===== src/rtl/fetch_unit.sv =====
// ---------------------------------------------------------------------------
// fetch_unit
//
// Multithreaded instruction-fetch stage that sits directly upstream of the
// hazard unit. It keeps one PC and one run/wait state per hardware thread.
// Each cycle it picks a ready thread round-robin and issues that thread's PC
// to the I-cache/I-TLB (F1). One cycle later (F2) it forwards the returned
// instruction, together with the thread id and the miss flags, to the
// hazard unit.
//
// A thread that misses parks in a wait state until the matching refill
// completes. Branch redirects and hazard-unit replays rewrite per-thread PCs.
//
// Optional feature macro: FETCH_ITLB_EN
//   defined   : WAIT_TLB state exists; tlb_rsp_miss and tlb_fill_* are honoured
//   undefined : tlb_rsp_miss and tlb_fill_* are ignored, f_itlb_miss is 0,
//               and every miss parks the thread in WAIT_IC
//
// Parameters
//   NTHREADS  number of hardware threads (power of 2, 2..8)
//   BOOT_PC   reset PC of every thread
//
// Ports
//   clk, rst                              clock, synchronous active-high reset
//   ic_req_valid/_pc/_thread        out   F1 lookup request
//   ic_rsp_instr, ic_rsp_miss       in    cache response for last cycle's request
//   tlb_rsp_miss                    in    TLB miss for last cycle's request
//   ic_fill_done/_thread            in    I-cache refill complete for a thread
//   tlb_fill_done/_thread           in    I-TLB refill complete for a thread
//   redir_valid/_thread/_pc         in    branch redirect
//   replay_valid/_thread/_pc        in    hazard-unit replay
//   f_valid/_thread/_pc/_instr      out   F2 fetch slot to the hazard unit
//   f_icache_miss, f_itlb_miss      out   miss flags, qualified by f_valid
//
// Handshake: there is no back-pressure on either side. ic_req_valid marks a
// lookup whose response arrives on ic_rsp_* exactly one cycle later.
// f_valid marks a slot that the hazard unit must consume in the same cycle.
// A slot whose thread was updated in the issue cycle is never produced, so
// a squashed slot shows up as f_valid=0.
// ---------------------------------------------------------------------------
module fetch_unit #(
    parameter int          NTHREADS = 4,
    parameter logic [31:0] BOOT_PC  = 32'h0000_1000,
    localparam int         TW       = $clog2(NTHREADS)
) (
    input  logic          clk,
    input  logic          rst,

    output logic          ic_req_valid,
    output logic [31:0]   ic_req_pc,
    output logic [TW-1:0] ic_req_thread,

    input  logic [31:0]   ic_rsp_instr,
    input  logic          ic_rsp_miss,
    input  logic          tlb_rsp_miss,

    input  logic          ic_fill_done,
    input  logic [TW-1:0] ic_fill_thread,
    input  logic          tlb_fill_done,
    input  logic [TW-1:0] tlb_fill_thread,

    input  logic          redir_valid,
    input  logic [TW-1:0] redir_thread,
    input  logic [31:0]   redir_pc,

    input  logic          replay_valid,
    input  logic [TW-1:0] replay_thread,
    input  logic [31:0]   replay_pc,

    output logic          f_valid,
    output logic [TW-1:0] f_thread,
    output logic [31:0]   f_pc,
    output logic [31:0]   f_instr,
    output logic          f_icache_miss,
    output logic          f_itlb_miss
);

    // -----------------------------------------------------------------------
    // Per-thread state encoding
    // -----------------------------------------------------------------------
`ifdef FETCH_ITLB_EN
    typedef enum logic [1:0] {
        ST_RUN      = 2'd0,
        ST_WAIT_IC  = 2'd1,
        ST_WAIT_TLB = 2'd2
    } thread_st_e;
`else
    typedef enum logic [0:0] {
        ST_RUN     = 1'b0,
        ST_WAIT_IC = 1'b1
    } thread_st_e;
`endif

    // -----------------------------------------------------------------------
    // State registers
    // -----------------------------------------------------------------------
    logic [31:0]   pc_q       [NTHREADS];
    logic [31:0]   pc_d       [NTHREADS];
    thread_st_e    st_q       [NTHREADS];
    thread_st_e    st_d       [NTHREADS];
    logic [TW-1:0] last_sel_q;
    logic [TW-1:0] last_sel_d;

    // F2 slot registers
    logic          s_valid_q;
    logic          s_valid_d;
    logic [TW-1:0] s_thread_q;
    logic [TW-1:0] s_thread_d;
    logic [31:0]   s_pc_q;
    logic [31:0]   s_pc_d;

    // -----------------------------------------------------------------------
    // TLB inputs, folded to constants when the I-TLB path is compiled out
    // -----------------------------------------------------------------------
    logic tlb_miss_eff;

`ifdef FETCH_ITLB_EN
    assign tlb_miss_eff = tlb_rsp_miss;
`else
    logic unused_tlb;
    assign tlb_miss_eff = 1'b0;
    assign unused_tlb   = ^{tlb_rsp_miss, tlb_fill_done, tlb_fill_thread};
`endif

    // -----------------------------------------------------------------------
    // F2 outputs. Reset masks the slot combinationally so that nothing
    // leaves the stage while rst is high, even in the first reset cycle.
    // -----------------------------------------------------------------------
    logic f_valid_int;
    logic miss_f2;

    assign f_valid_int   = s_valid_q & ~rst;
    assign f_valid       = f_valid_int;
    assign f_thread      = s_thread_q;
    assign f_pc          = s_pc_q;
    assign f_instr       = ic_rsp_instr;
    assign f_icache_miss = f_valid_int & ic_rsp_miss;
    assign f_itlb_miss   = f_valid_int & tlb_miss_eff;
    assign miss_f2       = f_valid_int & (ic_rsp_miss | tlb_miss_eff);

    // -----------------------------------------------------------------------
    // Per-thread updates (redirect > replay > F2 miss > fill), then the
    // round-robin select over threads left untouched this cycle.
    // -----------------------------------------------------------------------
    logic [NTHREADS-1:0] upd;
    logic                sel_found;
    logic [TW-1:0]       sel_idx;
    logic [TW-1:0]       cand;

    always_comb begin
        for (int t = 0; t < NTHREADS; t++) begin
            pc_d[t] = pc_q[t];
            st_d[t] = st_q[t];
        end
        upd = '0;

        for (int t = 0; t < NTHREADS; t++) begin
            if (redir_valid && redir_thread == TW'(t)) begin
                // A redirect also cancels any outstanding wait.
                pc_d[t] = redir_pc;
                st_d[t] = ST_RUN;
                upd[t]  = 1'b1;
            end else if (replay_valid && replay_thread == TW'(t)) begin
                pc_d[t] = replay_pc;
                upd[t]  = 1'b1;
            end else if (miss_f2 && s_thread_q == TW'(t)) begin
                // Rewind to the missing PC; the TLB miss wins over the
                // cache miss because the cache data is meaningless without
                // a translation.
                pc_d[t] = s_pc_q;
`ifdef FETCH_ITLB_EN
                st_d[t] = tlb_miss_eff ? ST_WAIT_TLB : ST_WAIT_IC;
`else
                st_d[t] = ST_WAIT_IC;
`endif
                upd[t]  = 1'b1;
            end else if (ic_fill_done && ic_fill_thread == TW'(t) &&
                         st_q[t] == ST_WAIT_IC) begin
                st_d[t] = ST_RUN;
                upd[t]  = 1'b1;
`ifdef FETCH_ITLB_EN
            end else if (tlb_fill_done && tlb_fill_thread == TW'(t) &&
                         st_q[t] == ST_WAIT_TLB) begin
                st_d[t] = ST_RUN;
                upd[t]  = 1'b1;
`endif
            end
        end

        // The search starts just after the last granted thread. The TW-bit
        // add wraps naturally because NTHREADS is a power of two.
        sel_found = 1'b0;
        sel_idx   = last_sel_q;
        cand      = last_sel_q;
        for (int i = 1; i <= NTHREADS; i++) begin
            cand = last_sel_q + TW'(i);
            if (!sel_found && st_q[cand] == ST_RUN && !upd[cand]) begin
                sel_found = 1'b1;
                sel_idx   = cand;
            end
        end

        // A selected thread is never updated in the same cycle, so the +4
        // advance cannot collide with the assignments above.
        if (sel_found) begin
            pc_d[sel_idx] = pc_q[sel_idx] + 32'd4;
        end

        last_sel_d = sel_found ? sel_idx : last_sel_q;
        s_valid_d  = sel_found;
        s_thread_d = sel_idx;
        s_pc_d     = pc_q[sel_idx];
    end

    assign ic_req_valid  = sel_found & ~rst;
    assign ic_req_pc     = pc_q[sel_idx];
    assign ic_req_thread = sel_idx;

    // -----------------------------------------------------------------------
    // Registers
    // -----------------------------------------------------------------------
    always_ff @(posedge clk) begin
        if (rst) begin
            for (int t = 0; t < NTHREADS; t++) begin
                pc_q[t] <= BOOT_PC;
                st_q[t] <= ST_RUN;
            end
            last_sel_q <= TW'(NTHREADS - 1);
            s_valid_q  <= 1'b0;
            s_thread_q <= '0;
            s_pc_q     <= '0;
        end else begin
            for (int t = 0; t < NTHREADS; t++) begin
                pc_q[t] <= pc_d[t];
                st_q[t] <= st_d[t];
            end
            last_sel_q <= last_sel_d;
            s_valid_q  <= s_valid_d;
            s_thread_q <= s_thread_d;
            s_pc_q     <= s_pc_d;
        end
    end

endmodule


===== config.mk =====
export PLATFORM = sky130hd
export DESIGN_NAME = fetch_unit
export DESIGN_NICKNAME = d
export VERILOG_FILES = /design/src/rtl/fetch_unit.sv
export SDC_FILE = /design/constraint.sdc
export NUM_CORES = 1
export LEC_CHECK = 0
export CAP_MARGIN = 20
export CELL_PAD_IN_SITES_DETAIL_PLACEMENT = 0
export CELL_PAD_IN_SITES_GLOBAL_PLACEMENT = 1
export CORE_ASPECT_RATIO = 1.5
export CORE_UTILIZATION = 25
export CTS_CLUSTER_DIAMETER = 150
export DETAILED_ROUTE_END_ITERATION = 10
export HOLD_SLACK_MARGIN = 0.02
export PLACE_DENSITY = 0.66
export SKIP_CTS_REPAIR_TIMING = 1
export SLEW_MARGIN = 30
export SYNTH_ARGS = -nofsm -noshare
export SYNTH_HDL_FRONTEND = slang
export SYNTH_SLANG_ARGS = --single-unit

===== constraint.sdc =====
create_clock -name clk -period 9.5 [get_ports clk]
set_clock_uncertainty 0.05 [all_clocks]
set_input_delay 1.425 -clock clk [delete_from_list [all_inputs] [get_ports clk]]
set_output_delay 1.425 -clock clk [all_outputs]
set_load 0.05 [all_outputs]

* Word-level counts from Yosys, hierarchy flattened
Memory sizes are Yosys's and may differ from the RTL's. A register that Yosys moved wholly into a read port is not among the register bits.
Index checks and enable logic that the tools add are counted.
** Storage, ports and cells
- Latch bits :: 0
- Output and inout bits :: 104
- Register bits :: 37
- Memories :: 2
- RAM bits :: 132
- ROM bits :: 0
- Input bits :: 112
- Logic and storage cells :: 161
** Cells by class
- $mul :: 0
- Order comparisons :: 6
- Add/sub/neg operators :: 4
- Div/mod/pow operators :: 0
- Bitwise operators :: 17
- Eq/ne operators :: 12
- Shift-type cells :: 0
- Reductions and logical operators :: 39
- Multiplexer cells :: 77
** Memories
- pc_q :: depth 4, bits a word 32, read ports 5, clocked after Yosys merged registers in 0, write ports 4, RTL line 97 : logic [31:0] pc_q [NTHREADS];
- st_q :: depth 4, bits a word 1, read ports 8, clocked after Yosys merged registers in 1, write ports 4, RTL line 99 : thread_st_e st_q [NTHREADS];
** Operator list (count)
- 32-bit 2-to-1 mux :: 17
- 128-bit bitwise mux :: 1
- 128-bit 2-to-1 mux :: 1
- 32-bit demux with 2-bit select :: 1
- 1-bit 2-to-1 mux :: 47
- 32-bit by 3-bit adder with 32-bit output (second input constant) :: 1
- 1-bit logical AND :: 28
- 2-bit == test (second input constant) :: 8
- 2-bit by 3-bit less-than comparator with 1-bit output (second input constant) :: 4
- 2-bit 2-to-1 mux :: 6
- 1-bit binary-select mux with 2-bit select :: 4
- 2-bit by 1-bit == test with 1-bit output (second input constant) :: 4
- 2-bit logical NOT :: 4
- 1-bit OR :: 8
- 1-bit logical NOT :: 7
- 1-bit inverter :: 5
- 2-bit adder (second input constant) :: 2
- 1-bit AND :: 3
- 3-bit greater-or-equal comparator (second input constant) :: 1
- 3-bit by 1-bit less-than comparator with 1-bit output (second input constant) :: 1
- 2-bit inverter with 3-bit output :: 1
- 2-bit by 1-bit adder with 2-bit output (second input constant) :: 1

* Longest topological paths before layout
Gate-level depths: netlist (run 1).
- Word-level depth :: 32
- Gate-level depth with buffers :: 20
- Depth with buffers taken out :: 16

* Least setup slack after synthesis (run 1)
No wires, ideal clock.
- Path kind :: input -> register
- From :: input port rst
- To :: memory pc_q[0][30]
- Slack :: 2981 ps
- Arrival time :: 6378 ps
- Buffers on the path :: 6
- Setup time :: 91 ps
- Data required time :: 9359 ps
- Stages :: 18
- Cells stage by stage :: nor4bb_1 > clkbuf_1 > a211oi_1 > a32oi_1 > o21ai_0 > a32oi_2 > buf_4 > buf_4 > buf_2 > buf_2 > buf_2 > a211oi_1 > a21oi_1 > ha_1 > nand3_2 > nor4_4 > nand3_1 > a311oi_1
** RTL lines
- from (decl) :: RTL line 47 : input logic rst,
- to (decl) :: RTL line 97

* Final worst setup path (run 1)
- From :: input port ic_rsp_miss
- To :: output port ic_req_pc[7]
** Between the ends
- Longest elaborated chain between the ends :: 23
- Elaborated cells between the ends (all ways) :: 47
- Classes of those cells :: mux: 27; bitwise: 1; reduce/logical: 18; memory: 1
** Ends and longest elaborated chain
- from (decl) :: RTL line 54 : input logic ic_rsp_miss,
- 1-bit AND (*) :: RTL line 139 : assign miss_f2 = f_valid_int & (ic_rsp_miss | tlb_miss_eff);
- 1-bit logical AND :: RTL line 166 : end else if (miss_f2 && s_thread_q == TW'(t)) begin
- 1-bit 2-to-1 mux :: RTL line 166
- 1-bit 2-to-1 mux :: RTL line 163 : end else if (replay_valid && replay_thread == TW'(t)) begin
- 1-bit 2-to-1 mux :: RTL line 158 : if (redir_valid && redir_thread == TW'(t)) begin
- 1-bit binary-select mux with 2-bit select :: RTL line 197 : if (!sel_found && st_q[cand] == ST_RUN && !upd[cand]) begin
- 1-bit 2-to-1 mux (implied by the code) :: RTL line 197
- 1-bit logical NOT :: RTL line 197
- [... 5 more ...]
- 1-bit 2-to-1 mux :: RTL line 197
- 1-bit logical NOT :: RTL line 197
- 1-bit logical AND (2 in a row) :: RTL line 197
- 1-bit 2-to-1 mux :: RTL line 197
- 1-bit logical NOT :: RTL line 197
- 1-bit logical AND (2 in a row) :: RTL line 197
- 2-bit 2-to-1 mux (*) :: RTL line 197
- memory read 4 x 32 bit (*)
- to (decl) :: RTL line 50 : output logic [31:0] ic_req_pc,
Mark *: on every way between the ends. The rest lies on a longest branch, timed or not. The select of a mux whose other input is x is not followed.

==> qor.txt, run 1 <==
Sequential area share after synthesis - 29.2%
Status - completed
Max clock buf depth - 2
XOR/XNOR Fraction of Synth Area - 1.58%
Worst path cell trace - clkdlybuf4s50_1, nor4bb_4, buf_4, a211oi_1, a32oi_1, o311ai_4, xnor2_4, buf_4, mux2_2, o21ai_0, inv_1, clkdlybuf4s50_1
Synth Area in Compound Gates - 27.9%
CP max stage delay - 710 ps
Largest family of logic cells by synthesized area - compound AO/OA/AOI/OAI gates
CP delay by family, top - buffers and inverters
Tightest Pin Transition - 960 ps
DRT Pass-1 Iters - 6
Num CTS Buffers - 17
Chip width - 179 um
Pin count of the biggest net entering global routing - 102
Max Clk Rate - 128 MHz
Wire length per cell - 24.6 um
Net load switching power - 3.20 mW
Global-route wire length before repair - 74.8 mm
Multi-input logic area - 0.00746 mm2
Post-DP HPWL - 30.3 mm
Layout area overhead - 19.2%
GPL Wtd Cong - 0.817
CTS tree - yes
Port bufs - 146
Crit path buf inv count - 5
Switching share of power - 53.1%
Synth Flop Type - dfxtp_1
Area of the mapped netlist - 0.0117 mm2
Final wirelength - 50.4 mm
CP Capture Type - primary output
Initial antenna violation count - 1
Number of nets in the layout - 1555
Syn_area_per_cell - 8.19 um2
Worst hold path class - reg2reg
Simple-gate area share of the yosys netlist - 20.5%
Combinational power share - 66.6%
Setup crit start kind - primary input
DR vias - 12000
Final hold violation count - 0
Share of flip-flops with an asynchronous set or reset - 0%
Vias in the first global route - 11900
Setup_tns - 0 ps
CP required - 8030 ps
Fin cells - 2044
Post-synth EDFFs - 0
Post-synthesis mux area share - 12.9%
Die Ht - 267 um
Synth cell types - 67
Period Utilization, post-route - 82.1%
Min Tclk post-route - 7800 ps
Crit-path max FO - 38
Crit path max-delay cell type - clkdlybuf4s50_1
Overall Global Routing Usage - 21.0%
Vias per cell - 5.89
Part of the power in the clock network - 12.6%
Placed insts - 2011
Yosys reg bits - 171
Max Transition Viols Final - 0
RSZ-0062 raised after global routing - no
ANT nets after route - 0
DIE AREA - 0.0478 mm2
CTS root buf - clkbuf_16
Clock Sinks - 171
YS warnings - 0
Sequential share of power - 20.7%
Initial Utilization - 25.5%
IO Pins - 216
Pwr dens - 431 mW/mm2
Clock slew at reported path FFs - 70 ps
Core ar. - 0.0460 mm2
Register Area - 0.00342 mm2
GR Overflow Total - 0
Worst-Skew Late Latency - 460 ps
Synthesized instance count - 1431
DRC errors left - 0
Post-Synthesis Net Count - 1544
Final setup fails - 0
Synth Area in Adders - 0.107%
Worst Setup Path Type - in2out
# Max-Cap Violations - 0
WP data arrival - 6330 ps
Slew margin rel. - 36.0%
Max H-tree Level - 4
Share of layout cells above drive strength 1 - 9.14%
Final core occ - 30.4%
Row count - 96
Detailed Route Iter0 Violations - 1122
Fillers - 4821
Leakage - 4.54 nW
Max IR drop VDD - 0.000228 V
Int Power - 2.82 mW
## metal layers
layer / global-route usage, % / wire [um] / vias to the layer above
li1: - / - / 5447
met1: 25.2 / 20200 / 5888
met2: 35.9 / 24700 / 548
met3: 2.97 / 3280 / 147
met4: 11.0 / 2200 / 0
met5: 0 / 0 / -
## sequential cells by signal, summed over array words and instances, names as in the netlist, named ones only
register / count
f_pc: 32
last_sel_q: 2
s_valid_q: 1
pc_q: 128
f_thread: 2
st_q: 4
## synth_stat cells, types with 2 or more instances
master	instances	share of area [%]
clkinv_1	2	0.064
mux2_2	11	1.1
nor3b_1	3	0.19
a211oi_1	233	15
buf_2	11	0.47
a21oi_1	45	1.9
buf_1	3	0.096
or2_2	4	0.21
nor4_1	7	0.37
nor2_1	187	6.0
nor4_4	3	0.54
and3b_1	4	0.30
nor2b_1	27	1.4
a311oi_1	84	6.3
o21ai_2	3	0.22
a21bo_2	4	0.34
mux2i_1	89	7.6
nor3_1	23	0.98
and3_1	20	1.1
xnor2_1	17	1.3
o21ai_0	5	0.21
nand2_1	85	2.7
nand3b_1	6	0.38
clkbuf_1	126	4.0
nand3_2	2	0.17
a21o_1	21	1.3
nand3_1	75	3.2
inv_1	15	0.48
a31oi_1	18	0.96
nand4_1	11	0.59
dfxtp_1	171	29
buf_4	37	2.4
nand2b_1	3	0.16
and4_1	5	0.37
mux4_2	22	4.2
and2_1	14	0.75
a2111oi_0	5	0.37
## worst min-delay path: cells and delay by family (launching register included)
| kind | cells | cell delay, ps |
|---|---|---|
| AO/OA/AOI/OAI | 2 | 150 |
| flip-flops | 1 | 360 |
## cells by family after synthesis
kind of cell             count (synthesis)
AO/OA/AOI/OAI                          430
multiplexers                           122
buffers and inverters                  197
other                                    1
XOR/XNOR                                19
AND/OR/NAND/NOR                        490
flip-flops                             171
adder cells (fa/ha/maj)                  1
## cell type report
cell class,instances,area share [%]
flip-flops and latches,171,24.5
multi-input cells,1063,53.4
clock buffers,20,3.27
well taps,588,5.27
repair buffers,171,11.9
inverters,18,0.484
diodes,1,0.0179
clock inverters,12,1.17
## final timing paths
check | startpoint | to | slack, ps | depth (start not counted)
worst max-delay path | ic_rsp_miss | ic_req_pc[7] | 1700 | 12
worst min-delay path | st_q[2]$_SDFFE_PP0N_ | st_q[2]$_SDFFE_PP0N_ | 520 | 2
worst max register to register | f_thread[1]$_SDFF_PP0_ | pc_q[0][30]$_SDFF_PP0_ | 3600 | 15
worst min register to register | st_q[2]$_SDFFE_PP0N_ | st_q[2]$_SDFFE_PP0N_ | 520 | 2
## stage by stage
step / area, um2 / worst slack [ps] / total power [mW] / hold slack, ps
after floorplan: 11700 / 2980 / 4.01 / 435
after global placement: 13300 / 1710 / 5.22 / 494
after detailed placement: 13300 / 1730 / 5.25 / 491
after CTS: 14000 / 1710 / 6.03 / 501
after global routing: 14000 / 1450 / 6.33 / 537
final: 14000 / 1700 / 6.02 / 518
## cell usage in the layout (no fill, tap or decap), drive strengths merged, types with 20 or more instances in the layout
cell	n
a211oi	233
nor2	187
dfxtp	171
clkdlybuf4s50	145
mux2i	89
nand2	85
a311oi	85
nand3	78
a21oi	45
nor2b	27
buf	26
nor3	24
mux4	22
a21o	21
and3	20
clkbuf	20
## power groups by stage
stage | clock [mW] | combinational [mW] | sequential [mW]
4_1_cts | 0.778 | 4.01 | 1.24
3_5_place_dp | 0 | 3.99 | 1.26
6_report | 0.760 | 4.01 | 1.25
2_1_floorplan | 0 | 2.63 | 1.38
5_1_grt | 0.801 | 4.25 | 1.28
3_3_place_gp | 0 | 3.96 | 1.26
No activity file was read; power rests on OpenSTA's default activity.
==> run 2, diff against run 1 <==
==> constraint.sdc (replaced) <==
create_clock -name clk -period 7.9 [get_ports clk]
set_clock_uncertainty 0.05 [all_clocks]
set_input_delay 1.185 -clock clk [delete_from_list [all_inputs] [get_ports clk]]
set_output_delay 1.185 -clock clk [all_outputs]
set_load 0.05 [all_outputs]
==> run 2 against run 1 <==
- count of clock-buffer cells in the layout unchanged
- sequential share of layout area about the same
- worst setup slack worse by 660 ps
- cell count grew 0.34%
- via count shrank 0.84%
- register-to-register slack got worse by 1200 ps
- die area unchanged
- largest power group unchanged
==> qor.txt, run 2 (synthesized netlist as in run 1, its figures left out) <==
Tightest Pin Transition - 1000 ps (+42.3 ps)
CP delay by family, top - buffers and inverters
Min Tclk post-route - 6860 ps
Chip width - 179 um (unchanged)
Net load switching power - 3.83 mW (+20%)
Most frequent cells in the layout - a211oi_1 (233), nor2_1 (183), dfxtp_1 (170)
Final setup fails - 0 (unchanged)
CTS root buf - clkbuf_16
Number of nets in the layout - 1563 (+0.51%)
Antenna Diode Count - 0 (-1)
Part of the power in the clock network - 12.3% (-0.3 points)
CP Capture Type - primary output
Share of layout cells above drive strength 1 - 10.6% (+1.5 points)
IO Pins - 216 (unchanged)
Clock Sinks - 171 (unchanged)
DRC errors left - 0 (unchanged)
Worst path cell trace - clkdlybuf4s50_1, and4b_2, a2111oi_4, nand2_1, o2111ai_1, o311ai_4, xnor2_4, buf_4, buf_4, mux4_2, clkdlybuf4s50_1
Slew margin rel. - 33.2% (-2.8 points)
Initial Utilization - 25.5% (unchanged)
Global-route wire length before repair - 73.9 mm (-1.2%)
Final hold violation count - 0 (unchanged)
Multi-input logic area - 0.00746 mm2 (unchanged)
Initial antenna violation count - 0 (-1)
Pwr dens - 515 mW/mm2 (+19%)
CTS tree - yes
Wire length per cell - 24.2 um (-1.6%)
Setup_tns - 0 ps (unchanged)
Die Ht - 267 um (unchanged)
CP required - 6660 ps (-1370 ps)
# Max-Cap Violations - 0 (unchanged)
Clock slew at reported path FFs - 70 ps (about the same)
Period Utilization, post-route - 86.9%
DIE AREA - 0.0478 mm2 (unchanged)
Fillers - 4863 (+0.87%)
DR vias - 11900 (-0.84%)
Detailed Route Iter0 Violations - 1015 (-9.5%)
Core ar. - 0.0460 mm2 (unchanged)
Port bufs - 146 (unchanged)
Status - completed
Max clock buf depth - 2 (unchanged)
Crit path buf inv count - 4 (-1)
Switching share of power - 53.2% (+0.11 points)
Combinational power share - 66.7% (about the same)
Largest Register - pc_q
Max Clk Rate - 146 MHz
GR Overflow Total - 0 (unchanged)
Num CTS Buffers - 17 (unchanged)
Leakage - 4.60 nW (+1.2%)
RSZ-0062 raised after global routing - no
Max IR drop VDD - 0.000229 V (+0.45%)
Sequential share of power - 21.0% (+0.3 points)
Worst Setup Path Type - in2out
Pin count of the biggest net entering global routing - 83 (-19%)
Max H-tree Level - 4 (unchanged)
Overall Global Routing Usage - 20.8% (-0.24 points)
Setup crit start kind - primary input
Row count - 96 (unchanged)
Most common library cell in the layout ignoring fill and taps - a211oi_1
Max Transition Viols Final - 0 (unchanged)
Crit-path max FO - 20 (-47%)
CP max stage delay - 730 ps (+20 ps)
Register Area - 0.00342 mm2 (unchanged)
Vias per cell - 5.82 (-1.2%)
Post-DP HPWL - 31.3 mm (+3.5%)
Vias in the first global route - 11600 (-2.6%)
Crit path max-delay cell type - clkdlybuf4s50_1
GPL Wtd Cong - 0.834 (+2.1%)
DRT Pass-1 Iters - 5 (-1)
Max reg flops - 128 (unchanged)
Worst-Skew Late Latency - 470 ps (about the same)
WP data arrival - 5630 ps (-700 ps)
Total Power - 7.20 mW (+20%)
Int Power - 3.37 mW (+19%)
ANT nets after route - 0 (unchanged)
Worst hold path class - reg2reg
Final wirelength - 49.7 mm (-1.3%)
Layout area overhead - 19.4%
run 2: per-layer routing:
layer	vias to the layer above	GRT usage [%]	share of wire, %
met5	-	0	0
met4	0	11.1	4.4
met1	5765	23.9	38
li1	5452	-	-
met2	563	36.5	50
met3	149	3.04	7.0
run 2: final timing paths:
check,slack (ps),startpoint,end,cells after the start
worst min register to register,520,st_q[2]$_SDFFE_PP0N_,st_q[2]$_SDFFE_PP0N_,2
worst min-delay path,520,st_q[2]$_SDFFE_PP0N_,st_q[2]$_SDFFE_PP0N_,2
worst max-delay path,1040,ic_rsp_miss,ic_req_pc[13],11
worst max register to register,2410,f_thread[1]$_SDFF_PP0_,pc_q[3][30]$_SDFF_PP0_,14
run 2: final cells by class:
class | count | share of cell area [%]
inverters | 18 | 0.483
clock inverters | 12 | 0.984
clock buffers | 20 | 3.19
well taps | 588 | 5.26
multi-input cells | 1063 | 53.3
flip-flops and latches | 171 | 24.5
repair buffers | 179 | 12.3
run 2: worst reg2reg max path, cell delays in order (launching register included):
cell       delay (ps)
dfxtp_1           350
and4b_2           490
a2111oi_4         560
nand2_1           200
o2111ai_1         200
o311ai_4          200
xnor2_4           430
inv_2             400
mux2i_1           210
a21oi_1           380
ha_1              390
nand3_2           260
nor4_4            660
nand3_1           270
a311oi_1          360
run 2: power by group through the flow:
stage               combinational (mW)  clock (mW)  sequential, mW
finish                            4.80       0.886            1.51
global route                      5.11       0.927            1.55
detailed placement                4.80           0            1.53
CTS                               4.82       0.896            1.51
global placement                  4.73           0            1.52
floorplan                         3.16           0            1.66
run 2: stage by stage:
stage / area, um2 / hold slack [ps] / utilization, % / instances / setup slack (ps)
floorplan: 11700 / 435 / - / 1431 / 1620
global placement: 13400 / 497 / 29.0 / 2017 / 881
detailed placement: 13400 / 499 / 29.1 / 2018 / 1000
CTS: 14000 / 509 / 30.4 / 2050 / 991
global route: 14000 / 535 / 30.4 / 2051 / 815
finish: 14000 / 522 / 30.4 / 2051 / 1040
